[config.mk]
export PLATFORM = sky130hd
export DESIGN_NAME = hazard_ctrl_flat
export DESIGN_NICKNAME = d
export VERILOG_FILES = /design/src/rtl/hazard_ctrl_if.sv /design/src/rtl/hazard_ctrl.sv /design/src/flat_wrapper.sv
export SDC_FILE = /design/constraint.sdc
export NUM_CORES = 1
export LEC_CHECK = 0
export CAP_MARGIN = 10
export CORE_UTILIZATION = 30
export CTS_CLUSTER_DIAMETER = 60
export CTS_CLUSTER_SIZE = 14
export DETAILED_ROUTE_END_ITERATION = 10
export DONT_BUFFER_PORTS = 1
export GPL_TIMING_DRIVEN = 0
export SLEW_MARGIN = 5
export SYNTH_ARGS = -nofsm -noshare
export SYNTH_HDL_FRONTEND = slang
export SYNTH_SLANG_ARGS = --single-unit
[constraint.sdc]
create_clock -name clk -period 2.6 [get_ports clk]
set_input_delay 0 -clock clk [delete_from_list [all_inputs] [get_ports clk]]
set_output_delay 0 -clock clk [all_outputs]
set_load 0.01 [all_outputs]
[src/rtl/hazard_ctrl_if.sv]
// Hazard controller bundle: ID/EX hazard inputs, memory handshakes, and the
// per-stage stall/bubble/redirect controls plus performance counters.
interface hazard_ctrl_if #(
    parameter int unsigned XLEN = 32
);
    localparam int unsigned RW = 5;
    localparam int unsigned CW = 32;

    logic [RW-1:0]   rs1_id;
    logic [RW-1:0]   rs2_id;
    logic            rs1_used_id;
    logic            rs2_used_id;
    logic [RW-1:0]   rd_ex;
    logic            mem_read_ex;
    logic            redirect_ex;
    logic [XLEN-1:0] redirect_target_ex;
    logic            imem_req;
    logic            imem_ready;
    logic            dmem_req_mem;
    logic            dmem_ready;

    logic            stall_if;
    logic            stall_id;
    logic            stall_ex;
    logic            stall_mem;
    logic            bubble_id;
    logic            bubble_ex;
    logic            bubble_mem;
    logic            bubble_wb;
    logic            pc_redirect;
    logic [XLEN-1:0] pc_redirect_target;
    logic [CW-1:0]   perf_stall_cycles;
    logic [CW-1:0]   perf_flush_count;

    // Pipeline side: drives hazard sources, consumes controls.
    modport master (
        output rs1_id, rs2_id, rs1_used_id, rs2_used_id, rd_ex, mem_read_ex,
               redirect_ex, redirect_target_ex, imem_req, imem_ready,
               dmem_req_mem, dmem_ready,
        input  stall_if, stall_id, stall_ex, stall_mem,
               bubble_id, bubble_ex, bubble_mem, bubble_wb,
               pc_redirect, pc_redirect_target,
               perf_stall_cycles, perf_flush_count
    );

    // Controller side.
    modport slave (
        input  rs1_id, rs2_id, rs1_used_id, rs2_used_id, rd_ex, mem_read_ex,
               redirect_ex, redirect_target_ex, imem_req, imem_ready,
               dmem_req_mem, dmem_ready,
        output stall_if, stall_id, stall_ex, stall_mem,
               bubble_id, bubble_ex, bubble_mem, bubble_wb,
               pc_redirect, pc_redirect_target,
               perf_stall_cycles, perf_flush_count
    );
endinterface

[src/rtl/hazard_ctrl.sv]
// Pipeline hazard controller: load-use stalls, EX redirects (deferred while a
// fetch is in flight) and memory-wait freezes. Perf counters under HAZARD_PERF_CNT_EN.
module hazard_ctrl #(
    parameter int unsigned XLEN = 32
) (
    input  logic          clk,
    input  logic          rstn,
    hazard_ctrl_if.slave  hz
);
    localparam int unsigned CW = 32;

    typedef enum logic {
        RUN  = 1'b0,
        KILL = 1'b1
    } state_t;

    state_t          state_q;
    state_t          state_d;
    logic [XLEN-1:0] tgt_q;
    logic            tgt_load_c;

    logic mem_busy_c;
    logic if_busy_c;
    logic load_use_c;

    assign mem_busy_c = hz.dmem_req_mem & ~hz.dmem_ready;
    assign if_busy_c  = hz.imem_req & ~hz.imem_ready;
    assign load_use_c = hz.mem_read_ex & (hz.rd_ex != 5'd0) &
                        ((hz.rs1_used_id & (hz.rs1_id == hz.rd_ex)) |
                         (hz.rs2_used_id & (hz.rs2_id == hz.rd_ex)));

    // State and deferred-target register.
    always_ff @(posedge clk or negedge rstn) begin
        if (!rstn) begin
            state_q <= RUN;
            tgt_q   <= '0;
        end else begin
            state_q <= state_d;
            if (tgt_load_c) begin
                tgt_q <= hz.redirect_target_ex;
            end
        end
    end

    // Next-state and control decode.
    always_comb begin
        state_d               = state_q;
        tgt_load_c            = 1'b0;
        hz.stall_if           = 1'b0;
        hz.stall_id           = 1'b0;
        hz.stall_ex           = 1'b0;
        hz.stall_mem          = 1'b0;
        hz.bubble_id          = 1'b0;
        hz.bubble_ex          = 1'b0;
        hz.bubble_mem         = 1'b0;
        hz.bubble_wb          = 1'b0;
        hz.pc_redirect        = 1'b0;
        hz.pc_redirect_target = hz.redirect_target_ex;

        unique case (state_q)
            RUN: begin
                if (mem_busy_c) begin
                    hz.stall_if  = 1'b1;
                    hz.stall_id  = 1'b1;
                    hz.stall_ex  = 1'b1;
                    hz.stall_mem = 1'b1;
                    hz.bubble_wb = 1'b1;
                end else if (hz.redirect_ex && !if_busy_c) begin
                    hz.pc_redirect = 1'b1;
                    hz.bubble_id   = 1'b1;
                    hz.bubble_ex   = 1'b1;
                end else if (hz.redirect_ex) begin
                    // Fetch cannot be cancelled: park the target until it lands.
                    hz.stall_if  = 1'b1;
                    hz.bubble_id = 1'b1;
                    hz.bubble_ex = 1'b1;
                    tgt_load_c   = 1'b1;
                    state_d      = KILL;
                end else if (load_use_c) begin
                    hz.stall_if  = 1'b1;
                    hz.stall_id  = 1'b1;
                    hz.bubble_ex = 1'b1;
                end else if (if_busy_c) begin
                    hz.stall_if  = 1'b1;
                    hz.bubble_id = 1'b1;
                end
            end
            KILL: begin
                hz.pc_redirect_target = tgt_q;
                if (mem_busy_c) begin
                    hz.stall_if  = 1'b1;
                    hz.stall_id  = 1'b1;
                    hz.stall_ex  = 1'b1;
                    hz.stall_mem = 1'b1;
                    hz.bubble_wb = 1'b1;
                end else if (if_busy_c) begin
                    hz.stall_if  = 1'b1;
                    hz.bubble_id = 1'b1;
                end else begin
                    // Wrong-path instruction arrives now; drop it and redirect.
                    hz.pc_redirect = 1'b1;
                    hz.bubble_id   = 1'b1;
                    state_d        = RUN;
                end
            end
            default: state_d = RUN;
        endcase
    end

`ifdef HAZARD_PERF_CNT_EN
    logic [CW-1:0] stall_cnt_q;
    logic [CW-1:0] flush_cnt_q;

    // Wrapping stall / flush counters.
    always_ff @(posedge clk or negedge rstn) begin
        if (!rstn) begin
            stall_cnt_q <= '0;
            flush_cnt_q <= '0;
        end else begin
            if (hz.stall_if) begin
                stall_cnt_q <= stall_cnt_q + CW'(1);
            end
            if (hz.pc_redirect && !hz.stall_if) begin
                flush_cnt_q <= flush_cnt_q + CW'(1);
            end
        end
    end

    assign hz.perf_stall_cycles = stall_cnt_q;
    assign hz.perf_flush_count  = flush_cnt_q;
`else
    assign hz.perf_stall_cycles = '0;
    assign hz.perf_flush_count  = '0;
`endif

endmodule

[src/flat_wrapper.sv]
// flat-port wrapper written by rule: the top's interface ports become plain ports
module hazard_ctrl_flat 
#(
    parameter int unsigned XLEN = 32
)
  (clk, rstn, hz_rs1_id, hz_rs2_id, hz_rs1_used_id, hz_rs2_used_id, hz_rd_ex, hz_mem_read_ex, hz_redirect_ex, hz_redirect_target_ex, hz_imem_req, hz_imem_ready, hz_dmem_req_mem, hz_dmem_ready, hz_stall_if, hz_stall_id, hz_stall_ex, hz_stall_mem, hz_bubble_id, hz_bubble_ex, hz_bubble_mem, hz_bubble_wb, hz_pc_redirect, hz_pc_redirect_target, hz_perf_stall_cycles, hz_perf_flush_count);
  hazard_ctrl_if #(.XLEN(XLEN)) hz_i ();
  input  logic clk;
  input  logic rstn;
  input wire logic [$bits(hz_i.rs1_id)-1:0] hz_rs1_id;
  input wire logic [$bits(hz_i.rs2_id)-1:0] hz_rs2_id;
  input wire logic [$bits(hz_i.rs1_used_id)-1:0] hz_rs1_used_id;
  input wire logic [$bits(hz_i.rs2_used_id)-1:0] hz_rs2_used_id;
  input wire logic [$bits(hz_i.rd_ex)-1:0] hz_rd_ex;
  input wire logic [$bits(hz_i.mem_read_ex)-1:0] hz_mem_read_ex;
  input wire logic [$bits(hz_i.redirect_ex)-1:0] hz_redirect_ex;
  input wire logic [$bits(hz_i.redirect_target_ex)-1:0] hz_redirect_target_ex;
  input wire logic [$bits(hz_i.imem_req)-1:0] hz_imem_req;
  input wire logic [$bits(hz_i.imem_ready)-1:0] hz_imem_ready;
  input wire logic [$bits(hz_i.dmem_req_mem)-1:0] hz_dmem_req_mem;
  input wire logic [$bits(hz_i.dmem_ready)-1:0] hz_dmem_ready;
  output wire logic [$bits(hz_i.stall_if)-1:0] hz_stall_if;
  output wire logic [$bits(hz_i.stall_id)-1:0] hz_stall_id;
  output wire logic [$bits(hz_i.stall_ex)-1:0] hz_stall_ex;
  output wire logic [$bits(hz_i.stall_mem)-1:0] hz_stall_mem;
  output wire logic [$bits(hz_i.bubble_id)-1:0] hz_bubble_id;
  output wire logic [$bits(hz_i.bubble_ex)-1:0] hz_bubble_ex;
  output wire logic [$bits(hz_i.bubble_mem)-1:0] hz_bubble_mem;
  output wire logic [$bits(hz_i.bubble_wb)-1:0] hz_bubble_wb;
  output wire logic [$bits(hz_i.pc_redirect)-1:0] hz_pc_redirect;
  output wire logic [$bits(hz_i.pc_redirect_target)-1:0] hz_pc_redirect_target;
  output wire logic [$bits(hz_i.perf_stall_cycles)-1:0] hz_perf_stall_cycles;
  output wire logic [$bits(hz_i.perf_flush_count)-1:0] hz_perf_flush_count;
  assign hz_i.rs1_id = hz_rs1_id;
  assign hz_i.rs2_id = hz_rs2_id;
  assign hz_i.rs1_used_id = hz_rs1_used_id;
  assign hz_i.rs2_used_id = hz_rs2_used_id;
  assign hz_i.rd_ex = hz_rd_ex;
  assign hz_i.mem_read_ex = hz_mem_read_ex;
  assign hz_i.redirect_ex = hz_redirect_ex;
  assign hz_i.redirect_target_ex = hz_redirect_target_ex;
  assign hz_i.imem_req = hz_imem_req;
  assign hz_i.imem_ready = hz_imem_ready;
  assign hz_i.dmem_req_mem = hz_dmem_req_mem;
  assign hz_i.dmem_ready = hz_dmem_ready;
  assign hz_stall_if = hz_i.stall_if;
  assign hz_stall_id = hz_i.stall_id;
  assign hz_stall_ex = hz_i.stall_ex;
  assign hz_stall_mem = hz_i.stall_mem;
  assign hz_bubble_id = hz_i.bubble_id;
  assign hz_bubble_ex = hz_i.bubble_ex;
  assign hz_bubble_mem = hz_i.bubble_mem;
  assign hz_bubble_wb = hz_i.bubble_wb;
  assign hz_pc_redirect = hz_i.pc_redirect;
  assign hz_pc_redirect_target = hz_i.pc_redirect_target;
  assign hz_perf_stall_cycles = hz_i.perf_stall_cycles;
  assign hz_perf_flush_count = hz_i.perf_flush_count;
  hazard_ctrl #(.XLEN(XLEN)) u_core (.clk(clk), .rstn(rstn), .hz(hz_i));
endmodule
# Yosys cells after proc, flatten, opt, wreduce, memory -nomap -nowiden
# Index checks and enable logic that the tools add are counted.
# word_totals
register_bits	33
in_bits	57
output_inout_bits	105
# op_classes
n_eq_ne	2
muxes	34
bitwise_logic	10
n_reduce_logical	3
# ops
cell	n
32-bit two-way mux	1
1-bit two-way mux	28
5-bit == test	2
1-bit case mux with 2 select lines	5
1-bit AND	6
5-bit nonzero test	1
1-bit NOT	3
1-bit logical AND	1
1-bit zero test	1
1-bit bitwise OR	1

# Depth between registers and ports, before layout
# logic_depth
ltp_word	9
mapped_depth	5
depth_no_buf	5

# Least setup slack after synthesis
# OpenSTA, ideal clock, no wires.
# synth_path
kind	reg-to-reg
start	register u_core.state_q
end	register u_core.tgt_q[0]
setup_ns	0.125
arrival_ns	1.331
t_required_ns	2.475
slack_ns	1.144
stages_incl_launch_ff	4
n_path_buf	1
path_cell_list	dfrtp_1 -> nor4_4 -> buf_6 -> mux2_2
# synth_between
elab_chain_len	1
# synth_rtl
item	line	rtl
from (decl)	hazard_ctrl.sv:17	state_t state_q;
from (signal assigned)	hazard_ctrl.sv:38	state_q <= state_d;
1-bit two-way mux	hazard_ctrl.sv:60	unique case (state_q)
to (signal assigned)	hazard_ctrl.sv:40	tgt_q <= hz.redirect_target_ex;
to (decl)	hazard_ctrl.sv:19	logic [XLEN-1:0] tgt_q;
# Every way passes these cells.
# A chain may end at the register's enable or synchronous reset.

# Final worst setup path
# layout_path
start	register u_core.state_q
end	register u_core.state_q
# layout_between
elab_chain_len	2
# layout_rtl
item	line	rtl
1-bit NOT	hazard_ctrl.sv:60	
1-bit case mux with 2 select lines (*)	hazard_ctrl.sv:60	
net u_core.state_d	hazard_ctrl.sv:18	state_t state_d;
# The timed path passes the listed nets; every way through them passes the cells marked *.

==> flow_summary.json <==
{
  "gp_congestion": 0.5905,
  "synth_ff_type": "dfrtp_1",
  "grt_overflow": 0,
  "tightestPinTransition_ns": 0.8195,
  "pwr-share-seq_pct": 42.7,
  "start_util_pct": 31.65,
  "grt_pass1_wl_um": 8183,
  "critPathKind": "reg2reg",
  "insertion_delay_ns": 0.28,
  "htree_num_levels": 2,
  "grt_pass1_vias": 1618,
  "clk_pin_slew_ns": 0.07,
  "clock_skew_ns": 0.005132,
  "critPathLaunchType": "register",
  "antenna_found_initial": 0,
  "ys.warnings.count": 0,
  "power_leakage_uw": 0.001536,
  "synth-edff-count": 0,
  "die_w_um": 90.41,
  "finalSetupTns_ns": 0,
  "drtIter0Drc": 3,
  "setup_violations": 0,
  "p_per_area_nw_per_um2": 516.0,
  "cp_num_cells": 5,
  "cp_max_fo": 10,
  "worstPathBufferInverterCount": 3,
  "cts_tree": "yes",
  "synthCells": 203,
  "min-delay-path-class": "in2out",
  "fmax_ghz": 0.5615,
  "die_y_um": 90.41,
  "routedWlPerCell_um": 12.71,
  "track_usage_pct": 12.68,
  "wl_um": 5210,
  "timing.hold.ws_ns": 0.1193,
  "hold_viol_final": 0,
  "max_stage_delay_ns": 0.56,
  "antennaDiodeCount": 0,
  "synth-seq-cells": 33,
  "num_rows": 31,
  "reg2reg_depth": 5,
  "synth.distinct_cells": 24,
  "netlist_area_um2": 2345,
  "grt-busiest-layer": "met2",
  "period_share_pct": 68.50,
  "use_met2_pct": 23.73,
  "grt_max_degree": 34,
  "switchingPower_uw": 470.1,
  "synth_area_leaders": "dfrtp_1, mux2_2, buf_4",
  "cts_max_path_buffers": 2,
  "swShare_pct": 28.65,
  "vdd_drop_max_mv": 0.3865,
  "nNetsFinal": 367,
  "fill_cells": 698,
  "ant_nets": 0,
  "internal_power_uw": 1171,
  "p_clk_share_pct": 26.4,
  "yosysTopAreaCell": "dfrtp_1",
  "syn_avg_cell_area_um2": 11.55,
  "ioPinCount": 162,
  "grt_use_met3_pct": 4.882,
  "drc": 0,
  "rsz0062_at_grt": "false",
  "synth.top_cells.by_count": "buf_4, mux2_2, dfrtp_1",
  "ys_seq_area_share_pct": 35.22,
  "p_comb_share_pct": 30.9,
  "crit_chain": "buf_2 > buf_2 > a21oi_1 > a21oi_1 > dlygate4sd3_1",
  "syn2layout_area_growth_pct": 35.65,
  "numCtsBuffers": 5,
  "maxCapViolations": 0,
  "layout-drive-gt1-share_pct": 47.27,
  "crit_required_ns": 2.82,
  "critPathTopFamily": "buffers and inverters",
  "p_total_uw": 1641,
  "cts_resized": 0,
  "dr.pass1.iters": 3,
  "ys_async_sr_fraction_pct": 100.0,
  "holdPathStages": 1,
  "viasPerCell": 3.951,
  "clock_sinks": 33,
  "synth_top_area_share_pct": 35.22,
  "dieArea_um2": 8173,
  "crit_arrival_ns": 2.00,
  "hpwl_um": 3978,
  "met1_usage_pct": 12.99,
  "slew_viol_final": 0,
  "core_um2": 7408,
  "cts-root-buf": "clkbuf_8",
  "num_vias": 1620,
  "status": "finished clean",
  "port-buffer-count": 0,
  "post-route-min-period_ns": 1.781,
  "slew_headroom_pct": 44.67,
  "synth_most_common_cell": "buf_4",
  "critPathCaptureType": "register",
  "slowest_stage": "dlygate4sd3_1"
}
-- power by group through the flow --
stage	logic (uW)	clock network, uW	registers [uW]
3_5_place_dp	452	0	709
3_3_place_gp	443	0	701
4_1_cts	508	446	700
6_report	507	433	701
2_1_floorplan	409	0	690
5_1_grt	548	471	716
-- final timing paths --
check                                  from                to  slack [ns]
setup / recovery             u_core.state_q    u_core.state_q        0.82
hold / removal               hz_redirect_ex       hz_stall_id        0.12
setup reg to reg             u_core.state_q    u_core.state_q        0.82
hold reg to reg            u_core.tgt_q[27]  u_core.tgt_q[27]        0.50
max in group asynchronous              rstn  u_core.tgt_q[25]        2.27
min in group asynchronous              rstn  u_core.tgt_q[13]        0.15
-- layout make-up --
class / count / area [um^2] / area share [%]
Timing Repair Buffer: 36 / 370.4 / 11.64
Clock buffer: 7 / 96.34 / 3.029
Tap cell: 99 / 123.9 / 3.895
Clock inverter: 1 / 5.005 / 0.1574
Inverter: 2 / 7.507 / 0.2360
Multi-Input combinational cell: 158 / 1196 / 37.61
Buffer: 74 / 555.5 / 17.47
Sequential cell: 33 / 825.8 / 25.96
-- metrics by stage --
| stage | area [um^2] | utilization, % | setup slack (ns) | instances |
|---|---|---|---|---|
| 2_1_floorplan | 2585 | - | 1.144 | 267 |
| 3_3_place_gp | 2709 | 36.56 | 0.9828 | 366 |
| 3_5_place_dp | 2709 | 36.56 | 0.9384 | 366 |
| 4_1_cts | 3181 | 42.93 | 0.7857 | 410 |
| 5_1_grt | 3181 | 42.93 | 0.6773 | 410 |
| 6_report | 3181 | 42.93 | 0.8191 | 410 |
-- cell usage in the layout (no fill, tap or decap) --
cell type	n
a211oi_1	1
a21oi_1	3
buf_1	1
buf_12	1
buf_2	3
buf_4	67
buf_6	3
clkbuf_8	7
clkinv_2	1
conb_1	65
dfrtp_1	33
dlygate4sd3_1	35
inv_1	2
mux2_1	1
mux2_2	63
nand2_1	3
nand2b_1	1
nand2b_4	1
nand4_1	2
nor4_4	1
o211a_1	1
o21a_1	1
o22ai_1	1
o311ai_0	1
o31a_1	1
o31ai_1	1
or4_1	1
xnor2_1	10
-- per-layer routing --
metal / routed length (um) / up-vias
li1: - / 776
met3: 531 / 7
met5: 0 / -
met1: 1962 / 730
met2: 2660 / 107
met4: 55 / 0
-- registers in the layout (all words and copies together), names as in the netlist --
signal and cells:
u_core.tgt_q 32, u_core.state_q 1
-- cell families (layout without fill, tap and decap cells) --
group,Yosys count,in the layout,synth area share (%)
buffers and inverters,76,120,24.01
xor gates and xnor gates,10,10,3.735
AOI/OAI and AO/OA,10,10,3.042
DFF,33,33,35.22
and+or+nand+nor,9,9,3.095
other,1,65,0.1599
muxes,64,64,30.74
-- what timing repair did --
action | in CTS | in global routing
setup buffers | 0 | 0
endpoints found under the hold margin | 66 | 0
hold buffers | 36 | 0
endpoints found under the setup margin | 0 | 0
Note: power is estimated with default switching activity, not from simulation.
